### src/rtl/pedal_spi_pkg.sv
// Shared constants, types and helpers for the SPI ADC responder.
// Provides frame geometry, address-bit positions, the FSM state enum,
// the synchronized-edge bundle and the channel-select helper.
package pedal_spi_pkg;

  localparam int unsigned FRAME_BITS     = 16;
  localparam int unsigned ADDR_FIRST_BIT = 2;
  localparam int unsigned ADDR_LAST_BIT  = 4;
  localparam int unsigned CH_W           = 12;
  localparam int unsigned NUM_CH         = 8;
  localparam int unsigned ADDR_W         = 3;
  localparam int unsigned CNT_W          = 4;
  localparam int unsigned CH_BUS_W       = CH_W * NUM_CH;

  typedef enum logic {
    IDLE   = 1'b0,
    ACTIVE = 1'b1
  } spi_state_e;

  // Synchronized level plus single-cycle rise/fall strobes of one pin.
  typedef struct packed {
    logic level;
    logic rise;
    logic fall;
  } sync_edge_t;

  // Frame word for a channel: sample zero-extended into the 16-bit frame.
  function automatic logic [FRAME_BITS-1:0] frame_word(
    input logic [CH_BUS_W-1:0] ch,
    input logic [ADDR_W-1:0]   addr
  );
    frame_word = FRAME_BITS'(ch[addr * CH_W +: CH_W]);
  endfunction

endpackage

### src/rtl/spi_sync_edge.sv
// Multi-flop synchronizer with rise/fall detection for one async pin.
// Ports:
//   clk, reset  - system clock, synchronous active-high reset
//   pin         - asynchronous input
//   sync_c      - synchronized level and one-clk rise/fall strobes
module spi_sync_edge
  import pedal_spi_pkg::*;
#(
  parameter int unsigned SYNC_STAGES = 2,
  parameter logic        IDLE_LEVEL  = 1'b0
) (
  input  logic       clk,
  input  logic       reset,
  input  logic       pin,
  output sync_edge_t sync_c
);

  logic [SYNC_STAGES-1:0] sync_q;
  logic                   prev_q;

  // Synchronizer chain plus one history flop for edge detection.
  always_ff @(posedge clk) begin
    if (reset) begin
      sync_q <= {SYNC_STAGES{IDLE_LEVEL}};
      prev_q <= IDLE_LEVEL;
    end else begin
      sync_q <= SYNC_STAGES'({sync_q, pin});
      prev_q <= sync_q[SYNC_STAGES-1];
    end
  end

  always_comb begin
    sync_c.level = sync_q[SYNC_STAGES-1];
    sync_c.rise  = sync_q[SYNC_STAGES-1] & ~prev_q;
    sync_c.fall  = ~sync_q[SYNC_STAGES-1] & prev_q;
  end

endmodule

### src/rtl/adc_spi_responder.sv
// SPI responder presenting one of eight 12-bit ADC samples per 16-bit frame.
// The channel address sent in a frame selects the sample of the next frame.
// Ports:
//   clk, reset   - system clock, synchronous active-high reset
//   sclk, cs_b   - SPI clock (idles high) and active-low select, async
//   din          - master-to-responder bits (address in bits 2..4)
//   ch_data      - eight packed 12-bit channel samples
//   dout         - serial sample, MSB first
//   addr_out     - currently selected channel
//   frame_done   - one-clk pulse on a completed frame
//   frame_err    - one-clk pulse when cs_b rises mid-frame
//   active       - high while a frame is selected
module adc_spi_responder
  import pedal_spi_pkg::*;
#(
  parameter int unsigned SYNC_STAGES = 2
) (
  input  logic                clk,
  input  logic                reset,
  input  logic                sclk,
  input  logic                cs_b,
  input  logic                din,
  input  logic [CH_BUS_W-1:0] ch_data,
  output logic                dout,
  output logic [ADDR_W-1:0]   addr_out,
  output logic                frame_done,
  output logic                frame_err,
  output logic                active
);

  sync_edge_t sclk_s;
  sync_edge_t cs_s;
  sync_edge_t din_s;

  spi_state_e state_q;
  spi_state_e state_d;

  logic [FRAME_BITS-1:0] shift_q;
  logic [CNT_W-1:0]      bit_cnt_q;
  logic [ADDR_W-1:0]     addr_cap_q;
  logic [ADDR_W-1:0]     cur_addr_q;
  logic [SYNC_STAGES:0]  flush_q;
  logic                  armed_q;

  logic                  cs_fall_c;
  logic                  cs_rise_c;
  logic                  sclk_rise_c;
  logic                  sclk_fall_c;
  logic                  cap_win_c;
  logic [CNT_W-1:0]      cap_sel_c;
  logic                  dout_c;
  logic                  frame_done_c;
  logic                  frame_err_c;
  logic                  active_c;
  logic                  unused_sync_c;

  spi_sync_edge #(.SYNC_STAGES(SYNC_STAGES), .IDLE_LEVEL(1'b1)) u_sync_sclk (
    .clk    (clk),
    .reset  (reset),
    .pin    (sclk),
    .sync_c (sclk_s)
  );

  spi_sync_edge #(.SYNC_STAGES(SYNC_STAGES), .IDLE_LEVEL(1'b1)) u_sync_cs (
    .clk    (clk),
    .reset  (reset),
    .pin    (cs_b),
    .sync_c (cs_s)
  );

  spi_sync_edge #(.SYNC_STAGES(SYNC_STAGES), .IDLE_LEVEL(1'b0)) u_sync_din (
    .clk    (clk),
    .reset  (reset),
    .pin    (din),
    .sync_c (din_s)
  );

  assign unused_sync_c = ^{sclk_s.level, din_s.rise, din_s.fall};

  // A cs_b fall only counts once the synchronizer has flushed after reset and
  // cs_b has been seen high; a select held low through reset is not a frame.
  assign cs_fall_c   = cs_s.fall & armed_q & (state_q == IDLE);
  assign cs_rise_c   = cs_s.rise & (state_q == ACTIVE);
  assign sclk_rise_c = sclk_s.rise & (state_q == ACTIVE) & ~cs_s.rise;
  assign sclk_fall_c = sclk_s.fall & (state_q == ACTIVE) & ~cs_s.rise;

  // Address bit k of the frame lands in addr_cap[ADDR_LAST_BIT - k].
  assign cap_sel_c = CNT_W'(ADDR_LAST_BIT) - bit_cnt_q;
  assign cap_win_c = (bit_cnt_q >= CNT_W'(ADDR_FIRST_BIT)) &&
                     (bit_cnt_q <= CNT_W'(ADDR_LAST_BIT));

  // State register.
  always_ff @(posedge clk) begin
    if (reset) begin
      state_q <= IDLE;
    end else begin
      state_q <= state_d;
    end
  end

  // Next-state logic.
  always_comb begin
    state_d = state_q;
    case (state_q)
      IDLE:    if (cs_fall_c) state_d = ACTIVE;
      ACTIVE:  if (cs_rise_c) state_d = IDLE;
      default: state_d = IDLE;
    endcase
  end

  // Output decode, registered below.
  always_comb begin
    dout_c       = 1'b0;
    frame_done_c = 1'b0;
    frame_err_c  = 1'b0;
    active_c     = 1'b0;
    if (state_q == ACTIVE) begin
      dout_c = shift_q[FRAME_BITS-1];
    end
    if (sclk_rise_c && (bit_cnt_q == CNT_W'(FRAME_BITS - 1))) begin
      frame_done_c = 1'b1;
    end
    if (cs_rise_c && (bit_cnt_q != '0)) begin
      frame_err_c = 1'b1;
    end
    active_c = (state_d == ACTIVE);
  end

  always_ff @(posedge clk) begin
    if (reset) begin
      dout       <= 1'b0;
      addr_out   <= '0;
      frame_done <= 1'b0;
      frame_err  <= 1'b0;
      active     <= 1'b0;
    end else begin
      dout       <= dout_c;
      addr_out   <= cur_addr_q;
      frame_done <= frame_done_c;
      frame_err  <= frame_err_c;
      active     <= active_c;
    end
  end

  // Post-reset arming of the chip-select fall detector.
  always_ff @(posedge clk) begin
    if (reset) begin
      flush_q <= '0;
      armed_q <= 1'b0;
    end else begin
      flush_q <= (SYNC_STAGES + 1)'({flush_q, 1'b1});
      armed_q <= armed_q | (flush_q[SYNC_STAGES] & cs_s.level);
    end
  end

  // Frame datapath: load on select, count/capture on rise, shift on fall.
  always_ff @(posedge clk) begin
    if (reset) begin
      shift_q    <= '0;
      bit_cnt_q  <= '0;
      addr_cap_q <= '0;
      cur_addr_q <= '0;
    end else if (cs_fall_c) begin
      shift_q   <= frame_word(ch_data, cur_addr_q);
      bit_cnt_q <= '0;
    end else if (cs_rise_c) begin
      addr_cap_q <= '0;
    end else begin
      if (sclk_rise_c) begin
        if (cap_win_c) begin
          addr_cap_q[cap_sel_c[ADDR_W-1:0]] <= din_s.level;
        end
        if (bit_cnt_q == CNT_W'(FRAME_BITS - 1)) begin
          bit_cnt_q  <= '0;
          cur_addr_q <= addr_cap_q;
        end else begin
          bit_cnt_q <= bit_cnt_q + CNT_W'(1);
        end
      end
      // Reload at bit 0 keeps back-to-back frames aligned under a held cs_b.
      if (sclk_fall_c) begin
        if (bit_cnt_q == '0) begin
          shift_q <= frame_word(ch_data, cur_addr_q);
        end else begin
          shift_q <= {shift_q[FRAME_BITS-2:0], 1'b0};
        end
      end
    end
  end

endmodule

### config.mk
export PLATFORM = sky130hd
export DESIGN_NAME = adc_spi_responder
export DESIGN_NICKNAME = d
export VERILOG_FILES = /design/src/rtl/pedal_spi_pkg.sv /design/src/rtl/spi_sync_edge.sv /design/src/rtl/adc_spi_responder.sv
export SDC_FILE = /design/constraint.sdc
export NUM_CORES = 1
export LEC_CHECK = 0
export BUFFER_PORTS_ARGS = -buffer_cell sky130_fd_sc_hd__buf_4
export CAP_MARGIN = 10
export CORE_MARGIN = 4
export CORE_UTILIZATION = 48
export DETAILED_ROUTE_END_ITERATION = 16
export PLACE_DENSITY_LB_ADDON = 0.3
export SETUP_SLACK_MARGIN = 0.2
export SLEW_MARGIN = 10
export SYNTH_ARGS = -nofsm -noshare
export SYNTH_HDL_FRONTEND = slang
export SYNTH_SLANG_ARGS = --single-unit
export TNS_END_PERCENT = 30
### constraint.sdc
create_clock -name clk -period 2.3 [get_ports clk]
set_input_delay 0.46 -clock clk [delete_from_list [all_inputs] [get_ports clk]]
set_output_delay 0.46 -clock clk [all_outputs]
set_load 0.02 [all_outputs]
Word-level counts from Yosys, hierarchy flattened
Cells that the tools add are included.
{ "op_classes": {"reduce_logical": 16, "shifts": 1, "mul": 1, "n_lt_le_gt_ge": 4, "n_addsub": 2, "mux": 17, "eq_ne": 2, "bitwise_logic": 21} }
{ "op_table": {"columns": ["op", "n"], "rows": [
  ["variable part select 96 x 8 -> 12 bit", 1],
  ["two-way mux 12 bit", 3],
  ["two-way mux 16 bit", 1],
  ["bitwise AND 1 bit", 12],
  ["two-way mux 3 bit", 3],
  ["NOT 1 bit", 8],
  ["two-way mux 1 bit", 6],
  ["AND reduction 2 bit", 3],
  ["nonzero test 2 bit", 3],
  ["multiplier 3 x 2 -> 5 bit (second input constant)", 1],
  ["adder 4 x 1 -> 4 bit (second input constant)", 1],
  ["equality test 4 bit (second input constant)", 1],
  ["greater-or-equal comparator 4 x 2 -> 1 bit (second input constant)", 1],
  ["less-or-equal comparator 4 x 3 -> 1 bit (second input constant)", 1],
  ["logical AND 1 bit", 4],
  ["zero test 4 bit", 1],
  ["two-way mux 4 bit", 1],
  ["AND reduction 4 bit", 1],
  ["nonzero test 4 bit", 1],
  ["OR reduction 2 bit", 2],
  ["bitwise mux 3 bit", 1],
  ["greater-or-equal comparator 3 x 1 -> 1 bit (second input constant)", 1],
  ["less-than comparator 3 bit (second input constant)", 1],
  ["AND reduction 3 bit", 1],
  ["other kinds (5)", 5]
]} }
{ "totals": {"word_cells": 82, "register_bits": 45, "out_inout_bits": 7, "inputBits": 101} }

Longest topological paths before layout
{ "depth": {"depth_word": 9, "ltp_mapped": 7, "mapped_depth_nobuf": 7} }

Hierarchy
From an unflattened synthesis, not the netlist that was laid out.
{ "hier_totals": {"hier_cells": 212, "hier_area_um2": 2432.3} }
{ "by_module_without_submodules": {"columns": ["mod", "seq_area_each_um2", "area_per_inst_um2", "instances", "cells_per_inst"], "rows": [
  ["adc_spi_responder", 740.7, 2133.3, 1, 185],
  ["spi_sync_edge (u_sync_cs ...)", 60.1, 100.1, 2, 9],
  ["spi_sync_edge (u_sync_din)", 60.1, 98.8, 1, 9]
]} }

Worst setup path after synthesis
OpenSTA, ideal clock, no wires.
{ "synth_timing": {"path_type": "register to register", "startpoint": "register bit_cnt_q[0]", "endpoint": "register shift_q[10]", "synth_period_minus_slack_ns": 1.614, "arrival_time_ns": 1.544, "required_ns": 2.231, "path_slack_ns": 0.686, "stages_incl_launch_ff": 8, "n_path_buf": 1, "setup_time_ns": 0.069, "cell_sequence": "dfxtp_1 inv_1 ha_1 nor3b_1 clkbuf_1 nor3_1 a211o_1 a21oi_2"} }
{ "synth_between": {"elab_chain_len": 5} }
{ "synth_rtl": {"columns": ["item", "line", "source"], "rows": [
  ["start, declared", "adc_spi_responder.sv:39", "logic [CNT_W-1:0] bit_cnt_q;"],
  ["start signal, assigned", "adc_spi_responder.sv:177", "bit_cnt_q <= bit_cnt_q + CNT_W'(1);"],
  ["zero test 4 bit", "adc_spi_responder.sv:182", "if (bit_cnt_q == '0) begin"],
  ["two-way mux 16 bit", "adc_spi_responder.sv:182", null],
  ["two-way mux 12 bit", "adc_spi_responder.sv:181", "if (sclk_fall_c) begin"],
  ["two-way mux 12 bit", "adc_spi_responder.sv:166", "end else if (cs_rise_c) begin"],
  ["two-way mux 12 bit", "adc_spi_responder.sv:163", "end else if (cs_fall_c) begin"],
  ["end signal, assigned", "adc_spi_responder.sv:164", "shift_q <= frame_word(ch_data, cur_addr_q);"],
  ["end signal, assigned", "adc_spi_responder.sv:183", "shift_q <= frame_word(ch_data, cur_addr_q);"],
  ["end signal, assigned", "adc_spi_responder.sv:185", "shift_q <= {shift_q[FRAME_BITS-2:0], 1'b0};"],
  ["end, declared", "adc_spi_responder.sv:38", "logic [FRAME_BITS-1:0] shift_q;"]
]} }
No other way between the ends. The select of a mux whose other input is x is not followed.
A chain may end at the register's enable or synchronous reset.

Final worst setup path
{ "layout_timing": {"startpoint": "register bit_cnt_q[0]", "endpoint": "register shift_q[11]"} }
Same word-level chain as after synthesis.

==> results.txt <==
----------------------------------------------------
[Logic synthesis]
  Count of different cell masters after synthesis ... 42
  Average size of a mapped cell ... 10.99 sq um
  Leading cell types by count after synthesis ... 45 x sky130_fd_sc_hd__dfxtp_1, 20 x sky130_fd_sc_hd__nand2_1, 19 x sky130_fd_sc_hd__mux4_2
  Async SR Flop Fraction ... 0%
  Portion of synthesized cell area occupied by the leading cell type ... 34.43%
  Register area share after synthesis ... 34.43%
  Cell count after synthesis ... 238
  Ranking of synthesized cells by area ... sky130_fd_sc_hd__dfxtp_1 34%, sky130_fd_sc_hd__mux4_2 16%, sky130_fd_sc_hd__mux2i_1 6.5%
  Number of warnings printed during yosys synthesis ... 0
  Synthesized flop and latch total ... 45
  Post-synthesis cell type with the largest combined area ... sky130_fd_sc_hd__dfxtp_1
  Top flip-flop cell by instance count after synthesis ... sky130_fd_sc_hd__dfxtp_1
  Net count after synthesis ... 344
  Library cell with the highest instance count after synthesis ... sky130_fd_sc_hd__dfxtp_1
  Netlist area before placement ... 0.002616 sq mm
  Number of enable-type register cells in the synthesized netlist ... 0

[Die]
  Initial core utilization ... 50.26%
  Core area ... 0.005205 sq mm
  Die outline area ... 0.006695 sq mm
  Die height ... 81.83 um
  Top-level I/O count ... 108
  Number of cell rows ... 26
  Horizontal extent of the die ... 81.83 um

[CTS]
  CTS H-Tree Depth ... 2
  Clock Latency Late Sink ... 0.29 ns
  Clk sinks ... 45
  Buffer cell driving the clock tree root ... sky130_fd_sc_hd__clkbuf_8
  Maximum root-to-sink buffer count ... 2
  Post-CTS resize count ... 0
  Post-CTS setup buffer count ... 0
  Number of CTS-inserted buffers ... 5
  Clock transition at path regs ... 0.08 ns
  Hold buffers post-CTS ... 0
  CTS tree ... done

[Timing]
  Final number of setup-violating endpoints ... 0
  Setup repair after global routing missed its margin ... no
  Slew headroom ... 56.46%
  Setup Total Neg Slack ... 0 ns
  Clock Skews ... 0.005957 ns
  Final Hold Violating Endpoints ... 0
  Worst-Margin Slew ... 0.6487 ns
  Min Tclk post-route ... 1.793 ns
  Final-report max-slew violation count ... 0
  Highest clock frequency the design can meet ... 0.5576 GHz
  Period utilization ... 77.98%

[Global route]
  Aggregate global routing overflow ... 0
  Maximum number of pins on one net before global-route repair ... 32
  Total global-route track usage ... 20.87%
  Wire length of the first global-routing pass ... 10490 um
  Initial antenna violation count ... 0
  Vias in the first global route ... 2296

[Detailed routing]
  Via count normalized by instance count ... 5.524
  Drt first pass iters ... 4
  Number of vias after detailed routing ... 2265
  First-iteration detailed-routing DRC count ... 128
  Count of antenna-violating nets left after detailed routing ... 0
  Final wirelength ... 6866 um
  DRC Markers ... 0
  DR WL/cell ... 16.75 um

[Worst setup path]
  Count of buffer and inverter cells on the critical path ... 1
  Critical path's slowest cell ... sky130_fd_sc_hd__dfxtp_1
  Crit path required time ... 2.53 ns
  Worst Path Arrival ... 2.02 ns
  CP Max Fanout ... 12
  Setup crit start kind ... flop
  Maximum single-stage delay on the critical path ... 0.44 ns
  Crit-path leading delay family ... compound AO/OA/AOI/OAI gates
  Worst setup EP type ... flop
  List of cells traversed by the critical path ... inv_1 > ha_1 > or3b_1 > o21ai_2 > a211o_1 > a21oi_1
  Critical setup path kind ... flop to flop

[Placed design]
  Number of buffers inserted by port buffering ... 107
  Global placer's final weighted congestion ... 0.8733
  Detailed Place HPWL ... 5557 um

[Final layout]
  Inserted Diodes ... 0
  Share of final-layout standard cells stronger than drive strength 1 ... 46.47%
  Count of nets after finishing ... 445
  Signed area change from the synthesized netlist to the final layout ... 34.39%

[Status]
  Status ... finished, final reports clean

[Worst hold path]
  Worst hold path class ... input port to flop

[Power]
  PD cells ... 451.7 mW/mm^2
  Pwr Total ... 1588 uW
  Worst vdd rail ir drop ... 0.3039 mV
  P_leak ... 0.001452 uW

[Job]
  Number of max-cap violations ... 0

----------------------------------------------------
per-layer routing:
layer	GRT usage, %	up-vias	share of wire (%)	routed length [um]
met3	6.579	12	8.3	570
met1	25.19	1069	39	2649
met4	9.302	0	3.1	210
met5	0	-	0	0
met2	34.01	91	50	3436
li1	-	1093	-	-
power breakdown:
group          switching (uW)  total (uW)  internal, uW
clock network             262         588           326
registers                6.06         795           789
logic                    58.1         204           146
flip-flops by register name, summed over array words and instances (netlist names), 2 cells and up:
name,flops
u_sync_cs.sync_q,2
flush_q,3
addr_cap_q,3
u_sync_din.sync_q,2
u_sync_sclk.sync_q,2
cur_addr_q,3
addr_out,3
shift_q,16
bit_cnt_q,4
through the flow:
step | hold slack (ns) | setup slack, ns | std cells | cell area, sq um | utilization [%]
after floorplan | 0.3895 | 0.6864 | 238 | 2616 | -
after global placement | 0.3927 | 0.5928 | 402 | 3405 | 65.41
after detailed placement | 0.3933 | 0.5319 | 402 | 3405 | 65.41
after CTS | 0.3311 | 0.5025 | 410 | 3516 | 67.55
after global routing | 0.3272 | 0.3639 | 410 | 3516 | 67.55
final | 0.3407 | 0.5066 | 410 | 3516 | 67.55
cell families (layout without fill, tap and decap cells):
family,Yosys count,in the layout,share of synthesized area (%)
adder cells (fa/ha/maj),5,5,2.391
flip-flops,45,45,34.43
multiplexers,42,42,28.31
XOR/XNOR,2,2,0.6697
buffers and inverters,23,125,6.217
AND/OR/NAND/NOR,82,82,16.83
AO/OA/AOI/OAI,39,39,11.14
area by class of cell:
type / instances / area (sq um)
fill: 416 / 1689
multi-input combinational: 170 / 1553
clock inverter: 2 / 38.79
tap: 70 / 87.58
inverter: 4 / 15.01
clock buffer: 6 / 72.57
timing repair buffer: 113 / 848.3
sequential: 45 / 900.9
layout by cell type, fill, tap and decap left out, types with 6 or more instances in the layout:
| cell type | synthesis | final |
|---|---|---|
| sky130_fd_sc_hd__a21oi_2 | 10 | 10 |
| sky130_fd_sc_hd__nand2_1 | 20 | 20 |
| sky130_fd_sc_hd__nor2_1 | 11 | 11 |
| sky130_fd_sc_hd__buf_4 | 2 | 113 |
| sky130_fd_sc_hd__a211o_1 | 11 | 11 |
| sky130_fd_sc_hd__mux2i_1 | 17 | 17 |
| sky130_fd_sc_hd__dfxtp_1 | 45 | 45 |
| sky130_fd_sc_hd__nor2b_1 | 9 | 9 |
| sky130_fd_sc_hd__mux4_2 | 19 | 19 |
| sky130_fd_sc_hd__a21oi_1 | 12 | 12 |
| sky130_fd_sc_hd__nor3_1 | 11 | 11 |
| sky130_fd_sc_hd__nand3_1 | 6 | 6 |
path summary, 6_finish.rpt:
kind | start | to | slack [ns] | depth (start not counted)
worst max-delay path | bit_cnt_q[0]$_SDFFE_PP0P_ | shift_q[11]$_SDFFE_PP0P_ | 0.51 | 6
worst max register to register | bit_cnt_q[0]$_SDFFE_PP0P_ | shift_q[11]$_SDFFE_PP0P_ | 0.51 | 6
worst min register to register | u_sync_sclk.sync_q[0]$_SDFF_PP1_ | u_sync_sclk.sync_q[1]$_SDFF_PP1_ | 0.41 | 1
worst min-delay path | sclk | u_sync_sclk.sync_q[0]$_SDFF_PP1_ | 0.34 | 2
Note: power is estimated with default switching activity, not from simulation.
